File: src/rtl/ysyx_22051013_csr.sv
// Machine-mode CSR unit: mstatus/mtvec/mepc/mcause/mcycle with ecall/mret sequencing.
// Define YSYX_22051013_MCYCLE_EN to build the free-running mcycle counter.
module ysyx_22051013_csr (
    input  logic        clk,
    input  logic        rst,
    input  logic        valid_i,
    output logic        ready_o,
    input  logic [3:0]  csr_ctl,
    input  logic [1:0]  csr_op,
    input  logic [11:0] csr_addr,
    input  logic [63:0] csr_wdata,
    input  logic [63:0] pc_i,
    output logic [63:0] rdata_o,
    output logic        done_o,
    output logic        redirect_valid_o,
    output logic [63:0] redirect_pc_o
);

    localparam logic [1:0] S_IDLE = 2'd0;
    localparam logic [1:0] S_TRAP = 2'd1;
    localparam logic [1:0] S_RET  = 2'd2;
    localparam logic [1:0] S_RESP = 2'd3;

    localparam logic [11:0] A_MSTATUS = 12'h300;
    localparam logic [11:0] A_MTVEC   = 12'h305;
    localparam logic [11:0] A_MEPC    = 12'h341;
    localparam logic [11:0] A_MCAUSE  = 12'h342;
    localparam logic [11:0] A_MCYCLE  = 12'hB00;

    localparam logic [63:0] MSTATUS_RST = 64'h0000_000A_0000_1800;
    localparam int MIE  = 3;
    localparam int MPIE = 7;

    logic [1:0]  r_state;
    logic [63:0] r_mstatus;
    logic [63:0] r_mtvec;
    logic [63:0] r_mepc;
    logic [63:0] r_mcause;
    logic [63:0] r_rdata;
    logic [63:0] r_pc;
    logic [63:0] r_redirect_pc;
    logic        r_redirect;

    logic        w_accept;
    logic        w_wr_ena;
    logic        w_rd_ena;
    logic        w_ecall;
    logic        w_mret;
    logic [63:0] w_old;
    logic [63:0] w_new;
    logic [63:0] w_mcycle;

    assign w_wr_ena = csr_ctl[3];
    assign w_rd_ena = csr_ctl[2];
    assign w_ecall  = csr_ctl[1];
    assign w_mret   = csr_ctl[0];
    assign ready_o  = (r_state == S_IDLE);
    assign w_accept = valid_i & ready_o;

`ifdef YSYX_22051013_MCYCLE_EN
    logic [63:0] r_mcycle;

    // A software write wins over the increment on the same edge.
    always_ff @(posedge clk) begin
        if (rst)
            r_mcycle <= '0;
        else if (w_accept && w_wr_ena && csr_addr == A_MCYCLE)
            r_mcycle <= w_new;
        else
            r_mcycle <= r_mcycle + 64'd1;
    end

    assign w_mcycle = r_mcycle;
`else
    assign w_mcycle = '0;
`endif

    // NOTE: every output of a combinational block gets a default first so no latch is inferred.
    always_comb begin
        w_old = '0;
        case (csr_addr)
            A_MSTATUS: w_old = r_mstatus;
            A_MTVEC:   w_old = r_mtvec;
            A_MEPC:    w_old = r_mepc;
            A_MCAUSE:  w_old = r_mcause;
            A_MCYCLE:  w_old = w_mcycle;
            default:   w_old = '0;
        endcase
    end

    always_comb begin
        w_new = csr_wdata;
        case (csr_op)
            2'b01:   w_new = w_old | csr_wdata;
            2'b10:   w_new = w_old & ~csr_wdata;
            default: w_new = csr_wdata;
        endcase
    end

    always_ff @(posedge clk) begin
        if (rst) begin
            r_state       <= S_IDLE;
            r_mstatus     <= MSTATUS_RST;
            r_mtvec       <= '0;
            r_mepc        <= '0;
            r_mcause      <= '0;
            r_rdata       <= '0;
            r_pc          <= '0;
            r_redirect    <= 1'b0;
            r_redirect_pc <= '0;
        end else begin
            case (r_state)
                S_IDLE: begin
                    if (w_accept) begin
                        r_rdata    <= w_rd_ena ? w_old : '0;
                        r_pc       <= pc_i;
                        r_redirect <= w_ecall | w_mret;
                        if (w_wr_ena) begin
                            case (csr_addr)
                                A_MSTATUS: r_mstatus <= w_new;
                                A_MTVEC:   r_mtvec   <= {w_new[63:2], 2'b00};
                                A_MEPC:    r_mepc    <= {w_new[63:2], 2'b00};
                                A_MCAUSE:  r_mcause  <= w_new;
                                default:   ;
                            endcase
                        end
                        if (w_ecall)
                            r_state <= S_TRAP;
                        else if (w_mret)
                            r_state <= S_RET;
                        else
                            r_state <= S_RESP;
                    end
                end
                S_TRAP: begin
                    r_mepc            <= {r_pc[63:2], 2'b00};
                    r_mcause          <= 64'd11;
                    r_mstatus[MPIE]   <= r_mstatus[MIE];
                    r_mstatus[MIE]    <= 1'b0;
                    r_mstatus[12:11]  <= 2'b11;
                    r_redirect_pc     <= {r_mtvec[63:2], 2'b00};
                    r_state           <= S_RESP;
                end
                S_RET: begin
                    r_mstatus[MIE]    <= r_mstatus[MPIE];
                    r_mstatus[MPIE]   <= 1'b1;
                    r_mstatus[12:11]  <= 2'b11;
                    r_redirect_pc     <= r_mepc;
                    r_state           <= S_RESP;
                end
                default: begin
                    r_redirect    <= 1'b0;
                    r_redirect_pc <= '0;
                    r_state       <= S_IDLE;
                end
            endcase
        end
    end

    assign rdata_o          = r_rdata;
    assign done_o           = (r_state == S_RESP);
    assign redirect_valid_o = done_o & r_redirect;
    assign redirect_pc_o    = redirect_valid_o ? r_redirect_pc : '0;

endmodule

File: config.mk
export PLATFORM = sky130hd
export DESIGN_NAME = ysyx_22051013_csr
export DESIGN_NICKNAME = d
export VERILOG_FILES = /design/src/rtl/ysyx_22051013_csr.sv
export SDC_FILE = /design/constraint.sdc
export NUM_CORES = 1
export LEC_CHECK = 0
export CAP_MARGIN = 20
export CORE_ASPECT_RATIO = 0.7
export CORE_MARGIN = 4
export CORE_UTILIZATION = 25
export CTS_CLUSTER_DIAMETER = 200
export DETAILED_ROUTE_END_ITERATION = 12
export GPL_TIMING_DRIVEN = 0
export PLACE_DENSITY = 0.52
export SYNTH_ARGS = -nofsm -noshare
export SYNTH_HDL_FRONTEND = slang
export SYNTH_SLANG_ARGS = --single-unit
File: constraint.sdc
create_clock -name clk -period 3.2 [get_ports clk]
set_clock_uncertainty 0.15 [all_clocks]
set_input_delay 0.64 -clock clk [delete_from_list [all_inputs] [get_ports clk]]
set_output_delay 0.64 -clock clk [all_outputs]
set_load 0.01 [all_outputs]
==> results of run 1 <==
==> flip-flops by register name (all words and copies together), names as in the netlist <==
signal,cells
r_redirect_pc,62
r_mcause,64
r_mtvec,62
r_mstatus,64
r_mepc,62
r_redirect,1
r_state,2
rdata_o,64
r_pc,62
==> cell families after synthesis <==
group           share of synthesized area [%]
mux                                      3.04
flops                                    41.6
compound gates                           24.8
buf+inv                                  5.68
fa+ha+maj                               0.352
simple gates                             24.6
other cells                            0.0176
==> placed cells by master, fill, tap and decap left out, types with 5 or more instances in the layout <==
cell / instances
sky130_fd_sc_hd__dfxtp_1: 440
sky130_fd_sc_hd__nor2_1: 317
sky130_fd_sc_hd__clkdlybuf4s50_1: 261
sky130_fd_sc_hd__nand2_1: 204
sky130_fd_sc_hd__clkbuf_1: 165
sky130_fd_sc_hd__a211oi_1: 127
sky130_fd_sc_hd__a22oi_1: 126
sky130_fd_sc_hd__o21ai_0: 123
sky130_fd_sc_hd__nand4_1: 117
sky130_fd_sc_hd__and3_1: 116
sky130_fd_sc_hd__a21oi_1: 85
sky130_fd_sc_hd__clkbuf_2: 72
sky130_fd_sc_hd__nand3_1: 70
sky130_fd_sc_hd__nor3_1: 64
sky130_fd_sc_hd__a22o_1: 63
sky130_fd_sc_hd__and2_1: 58
sky130_fd_sc_hd__nor3b_1: 57
sky130_fd_sc_hd__o2111ai_1: 55
sky130_fd_sc_hd__a311oi_1: 55
sky130_fd_sc_hd__mux2_2: 54
sky130_fd_sc_hd__clkbuf_16: 50
sky130_fd_sc_hd__a31oi_1: 39
sky130_fd_sc_hd__buf_2: 34
sky130_fd_sc_hd__a31oi_2: 16
sky130_fd_sc_hd__inv_1: 13
sky130_fd_sc_hd__buf_1: 11
sky130_fd_sc_hd__dlymetal6s2s_1: 11
sky130_fd_sc_hd__clkbuf_8: 10
sky130_fd_sc_hd__buf_4: 10
sky130_fd_sc_hd__o211ai_1: 9
sky130_fd_sc_hd__clkinv_2: 8
sky130_fd_sc_hd__and3_2: 7
sky130_fd_sc_hd__o31ai_1: 7
sky130_fd_sc_hd__bufinv_16: 7
sky130_fd_sc_hd__nor2b_1: 6
sky130_fd_sc_hd__diode_2: 5
sky130_fd_sc_hd__clkinv_4: 5
==> routing by layer <==
metal,track usage (%),routed length [um],up-vias,share of wire (%)
met4,4.60,1780,12,1.7
met5,0,82,-,0.076
met2,31.4,42000,1082,39
met1,35.1,51200,11037,48
li1,-,-,10416,-
met3,7.41,12600,109,12
==> what timing repair did <==
item | CTS | global route
gates resized for setup | 81 | 110
setup endpoints to repair | 413 | 312
pin swaps | 2 | 2
buffers inserted | 4 | 4
==> report_power, final <==
| group | switching, mW | total, mW | internal [mW] |
|---|---|---|---|
| combinational | 3.29 | 4.58 | 1.29 |
| clock | 2.55 | 6.11 | 3.56 |
| sequential | 0.350 | 6.26 | 5.90 |
==> worst max-delay path, stage by stage, from the launching register on <==
cell,delay (ps)
sky130_fd_sc_hd__dfxtp_2,390
sky130_fd_sc_hd__inv_1,90
sky130_fd_sc_hd__ha_2,350
sky130_fd_sc_hd__clkbuf_1,310
sky130_fd_sc_hd__clkbuf_2,370
sky130_fd_sc_hd__nor3_1,1140
sky130_fd_sc_hd__a32oi_1,220
sky130_fd_sc_hd__a21oi_1,190
==> how the worst max path moves through the flow <==
stage,from,end,slack [ps]
floorplan,csr_op[0],r_mstatus[39],660
global placement,csr_op[0],r_mstatus[26],-1420
detailed placement,csr_op[0],r_mstatus[26],-1450
CTS,csr_addr[3],r_mstatus[37],-0.2
global route,csr_op[1],r_mcause[26],0.2
finish,r_state[1],r_mcause[63],-90
==> cell type report <==
class / count / area [um^2] / share of cell area [%]
flip-flops and latches: 443 / 8870 / 32.0
clock inverters: 25 / 333 / 1.20
multi-input cells: 1865 / 11500 / 41.3
diodes: 5 / 12.5 / 0.0451
well taps: 1137 / 1420 / 5.13
repair buffers: 289 / 2960 / 10.7
plain buffers: 289 / 1290 / 4.64
clock buffers: 60 / 1350 / 4.86
inverters: 14 / 52.6 / 0.189
==> metrics by stage <==
step           instances  worst slack [ps]  util [%]  hold WS, ps  TNS (ps)
4_1_cts             4122            -0.164      32.6          306    -0.164
5_1_grt             4123             0.229      32.9          321         0
6_report            4127             -85.7      32.9          305     -90.8
3_3_place_gp        4030             -1420      30.2          281   -421440
3_5_place_dp        4037             -1450      30.4          292   -388940
2_1_floorplan       2619               657         -          267         0
==> run summary, run 1 <==
The flow ran to the end, but the final reports show violations. The checks that failed: negative setup slack. The worst register-to-register path has a setup slack of -90 ps.

After routing the design area is 27700 um^2. For this design the ratio of total power to cell area is 611 nW/um^2. The slew at the pin with the worst max-slew slack is 1340 ps. The reported leakage power is 9.84 nW. The initial antenna violation count came out at 14. In this run the clock root is driven by a sky130_fd_sc_hd__clkbuf_16. The post-detailed-placement cell area is 25600 um^2. The synthesized netlist contains 68 unique library cells.

The worst setup path is captured at a register. The cell count after synthesis is 2618. The DRC violation count after routing is 0. The starting utilization of the core area is 25.3%. The proportion of netlist area held by the largest area contributor came out at 41.6%.

The part of the cycle the worst path needs came out at 103%. The maximum count of clock buffers along a single path is 3. In the final layout, the share of cells above drive strength 1 is 10.6%.

Setup repair after global routing left no endpoint under its margin. In this run the critical register-to-register path is launched from r_state[1]. Yosys instantiated no cell more often than sky130_fd_sc_hd__dfxtp_1. The average cell area after synthesis is 8.15 um^2.

The final setup slack of the worst path is -85.7 ps. Once detail routing completed, the nets flagged for antenna violations numbered 0. At the worst endpoint, the arrival time is 3670 ps.

The via count of the first global-routing pass came to 21356. At the end of the flow, the number of nets in the layout was 3105. The final weighted congestion in routability-driven placement came out at 0.961. The data required time of the critical path is 3590 ps. The half-perimeter wire length of the detailed placement result is 83.0 mm. The overall fraction of global-route tracks in use came out at 23.1%.

Across the run, the number of max-cap violations was 0. The boundary pin count is 280. The flip-flop and latch count after synthesis came out at 443. The post-synthesis sequential area ratio is 41.6%. The DRC marker count from the first detailed-route iteration came out at 2564. The detailed-route wire length is 108 mm. The fill cell instance count of the final layout came out at 9115. The maximum clock frequency came out at 304 MHz.

The routed length per instance is 26.1 um. The final hold violation count is 0. The number of rows created at floorplan came out at 89. The die footprint came out at 90200 um^2. The final critical-path required period came out at 3290 ps. The tightest slew margin relative to the limit came out at 10.0%. The clock latency on the worst-skew pair came out at 620 ps. The path with the worst hold slack has its endpoint at r_mcause[7]. The CTS buffer count is 48. For the worst flop-to-flop path, the logic depth is 7. The worst setup path is of the register to register kind. The total of warnings raised by yosys came out at 0. The fraction of synthesis flops using an asynchronous set or reset pin came out at 0%. Sorting the synthesized cells by how often they occur yields 443 x sky130_fd_sc_hd__dfxtp_1, 321 x sky130_fd_sc_hd__nor2_1, 237 x sky130_fd_sc_hd__clkbuf_1. The maximum number of pins on one net before global-route repair is 18. The source of the worst hold timing path is r_mcause[7].

The floorplan die width is 357 um. The area overhead of the layout relative to synthesis came out at 30.0%. The reg-to-reg endpoint is r_mcause[63].

The wire length of the first global-routing pass came out at 155 mm. The total setup violations reported at the end of the flow is 2. The height of the die is 252 um. The total of buffers placed on input and output ports is 274. Power comes to 16.9 mW.

Before antenna repair, the detailed router went through 5 iterations. The total number of clock tree sinks came out at 443. Summing every instance area after synthesis gives 21300 um^2. The vias per cell came out at 5.49. The path category of the worst min-delay check is register to register. The number of vias in the routed layout is 22656.

The highest ir drop seen on vdd is 0.313 mV. The final global-route overflow total is 0. The final number of max-transition violations came out at 0. In the synthesized netlist the dominant register cell turns out to be sky130_fd_sc_hd__dfxtp_1. In this run, post-CTS hold repair placed 0 buffers. The area inside the core boundary came out at 84400 um^2. After clock tree synthesis, the clock-pin slew on the worst setup and hold paths is 70 ps. TritonCTS built the clock tree.

The worst setup path is launched from a register. The number of flops mapped to enable cells by yosys came out at 0. By area the synthesized netlist is led by sky130_fd_sc_hd__dfxtp_1 42%, sky130_fd_sc_hd__nor2_1 5.6%, sky130_fd_sc_hd__a211oi_1 4.5%. The largest fanout on the critical path is 10. Summed over all instances, the cell type with the most area after synthesis is sky130_fd_sc_hd__dfxtp_1.

The worst hold path depth came out at 2. The depth of the CTS H-tree came out at 2.
No activity file was read; power rests on OpenSTA's default activity.
==> inputs of run 2 (changes only) <==
- GPL_TIMING_DRIVEN: 0 -> 1
==> run summary, run 2 (synthesis gave the netlist of run 1 again) <==
The run finished with clean final reports. The half-perimeter wire length of the detailed placement result came out at 63.2 mm (-24%). The met1 usage in global routing is 30.8% (-4.3 points).

The worst setup path is of the register to primary output kind. The clock latency on the worst-skew pair came to 610 ps (about the same). The clock-pin slew on the worst setup and hold paths came out at 60 ps (about the same).

The delay of the slowest cell on the worst path is 620 ps (-520 ps). The depth of the CTS H-tree is 2 (unchanged). The wire length of the first global-routing pass came out at 138 mm (-11%). The floorplan die width came out at 357 um (unchanged).

The data required time of the critical path came out at 2410 ps (-1180 ps). The final global-route overflow total came out at 0 (unchanged). Walking the worst path, the cells encountered are buf_4, and3_1, clkdlybuf4s50_1. The maximum number of pins on one net before global-route repair is 143 (+125). The global-route layer with the greatest usage is met1. The tightest slew margin relative to the limit came out at 42.8% (+33 points). The data arrival time of the critical path came out at 2300 ps (-1370 ps).

The met3 global-route usage came out at 5.95% (-1.5 points). The die footprint came out at 90200 um^2 (unchanged). The number of rows created at floorplan came out at 89 (unchanged). Setup repair after global routing left no endpoint under its margin. The via count of the first global-routing pass was 20943 (-1.9%).

The highest ir drop seen on vdd came out at 0.573 mV (+83%). The ratio of cells with drive above 1 in the final layout is 14.7% (+4.1 points). The final hold violation count is 0 (unchanged). The final setup slack of the worst path is 109 ps (+195 ps).

The path category of the worst min-delay check is input port to register. The starting utilization of the core area came out at 25.3% (unchanged). The height of the die came to 252 um (unchanged).

The met2 routing resource usage after global routing came to 26.6% (-4.8 points). The final core utilization came out at 34.4% (+1.5 points). The critical path's slowest cell is sky130_fd_sc_hd__clkdlybuf4s50_1.

The final layout net count came out at 3072 (-1.1%). The final number of max-transition violations came out at 0 (unchanged). The reported leakage power came out at 10.4 nW (+5.9%). The total of buffers placed on input and output ports came out at 275 (+0.36%). The total number of clock tree sinks came out at 443 (unchanged). The detailed-route wire length came out at 92.4 mm (-14%).

The number of vias in the routed layout came out at 21776 (-3.9%). The final critical-path required period is 3090 ps (-195 ps). The root cell of the clock tree is sky130_fd_sc_hd__clkbuf_16. The total setup violations reported at the end of the flow came out at 0 (-2).

The CTS buffer count was 52 (+8.3%). The area overhead of the layout relative to synthesis is 35.9%. The maximum clock frequency was 324 MHz (+6.3%). The total negative setup slack came out at 0 ps (+90.8 ps).

The DRC marker count from the first detailed-route iteration was 2031 (-21%). The boundary pin count is 280 (unchanged). The DRC violation count after routing was 0 (unchanged). The worst setup path is captured at a primary output. TritonCTS built the clock tree.

The vias per cell was 5.32 (-3.2%). The overall fraction of global-route tracks in use is 19.8% (-3.3 points). The library cells used most frequently in the layout, excluding fill and tap cells, are 440 x sky130_fd_sc_hd__dfxtp_1, 318 x sky130_fd_sc_hd__nor2_1, 269 x sky130_fd_sc_hd__clkdlybuf4s50_1, 207 x sky130_fd_sc_hd__buf_4, 204 x sky130_fd_sc_hd__nand2_1. The slew at the pin with the worst max-slew slack is 857 ps (-482 ps).

The initial antenna violation count is 10 (-4). The number of detailed-route iterations in the first pass is 5 (unchanged). The routed length per instance is 22.6 um (-13%). The largest fanout on the critical path is 27 (+17). The kind of launch point of the worst setup path is a register. Leaving out fill and tap cells, the most frequent cell in the layout is sky130_fd_sc_hd__dfxtp_1. The number of hold buffers added after cts was 0 (unchanged). The setup slack after placement was -235 ps (+1210 ps). The maximum count of clock buffers along a single path is 3 (unchanged).

The count of max-cap constraint violations was 0 (unchanged). The area inside the core boundary came out at 84400 um^2 (unchanged). The final weighted congestion in routability-driven placement is 0.887 (-7.6%).

The total power divided by cell area is 582 nW/um^2 (-4.8%). The count of nets left with antenna violations after detail routing is 0 (unchanged). The worst hold slack is 150 ps (-155 ps). The part of the cycle the worst path needs is 96.6% (-6.1 points).
## run 2: cell count changes in the layout (fill, tap and decap cells not counted), sizes merged, moves of 3 or more
| cell | previous run | this run |
|---|---|---|
| buf | 63 | 270 |
| clkinv | 14 | 7 |
| bufinv | 7 | 4 |
| dlymetal6s2s | 11 | 1 |
| clkdlybuf4s50 | 261 | 269 |
| clkbuf | 301 | 76 |
## run 2: final timing paths
check	from	end	slack (ps)	cells after the start
setup / recovery	r_redirect	redirect_pc_o[8]	110	3
hold / removal	rst	r_mtvec[7]	150	2
setup reg to reg	r_state[0]	r_mcause[44]	700	7
hold reg to reg	r_mcause[11]	r_mcause[11]	300	2
## run 2: per-stage QoR
| stage | instances | cell area (um^2) | power, mW |
|---|---|---|---|
| after floorplan | 2619 | 21300 | 8.63 |
| after global placement | 3995 | 27200 | 10.8 |
| after detailed placement | 3995 | 27200 | 10.9 |
| after CTS | 4086 | 28900 | 16.9 |
| after global routing | 4091 | 29000 | 17.6 |
| final | 4096 | 29000 | 16.9 |
## run 2: worst max-delay path: cells and delay by family, from the launching register on
family / cells / cell delay (ps)
buffers and inverters: 2 / 970
flip-flops: 1 / 510
AND/OR/NAND/NOR: 1 / 200
## run 2: final cells by class
type / instances / area, um^2
timing repair buffer: 541 / 5530
clock buffer: 75 / 1490
sequential: 443 / 8870
tap: 1137 / 1420
inverter: 14 / 52.6
antenna: 7 / 17.5
fill: 8793 / 55400
multi-input combinational: 1865 / 11400
clock inverter: 14 / 183
## run 2: power by group
group | internal [mW] | switching, mW | leakage (nW) | total (mW)
clock network | 3.53 | 2.50 | 0.817 | 6.03
logic | 1.57 | 3.03 | 6.03 | 4.60
registers | 5.91 | 0.329 | 3.58 | 6.24
total | 11.0 | 5.86 | 10.4 | 16.9
## run 2: repair_timing
item | in CTS | in global routing
pin swaps | 1 | 1
setup buffers | 2 | 2
gates resized for setup | 3 | 2
gates cloned | 0 | 1
endpoints found under the setup margin | 53 | 5
## run 2: per-layer routing
layer | wire [um] | part of all wire, % | vias to the layer above
met5 | 48 | 0.052 | -
met4 | 1270 | 1.4 | 8
met3 | 8440 | 9.1 | 93
met2 | 35500 | 38 | 782
met1 | 47200 | 51 | 10524
li1 | - | - | 10369
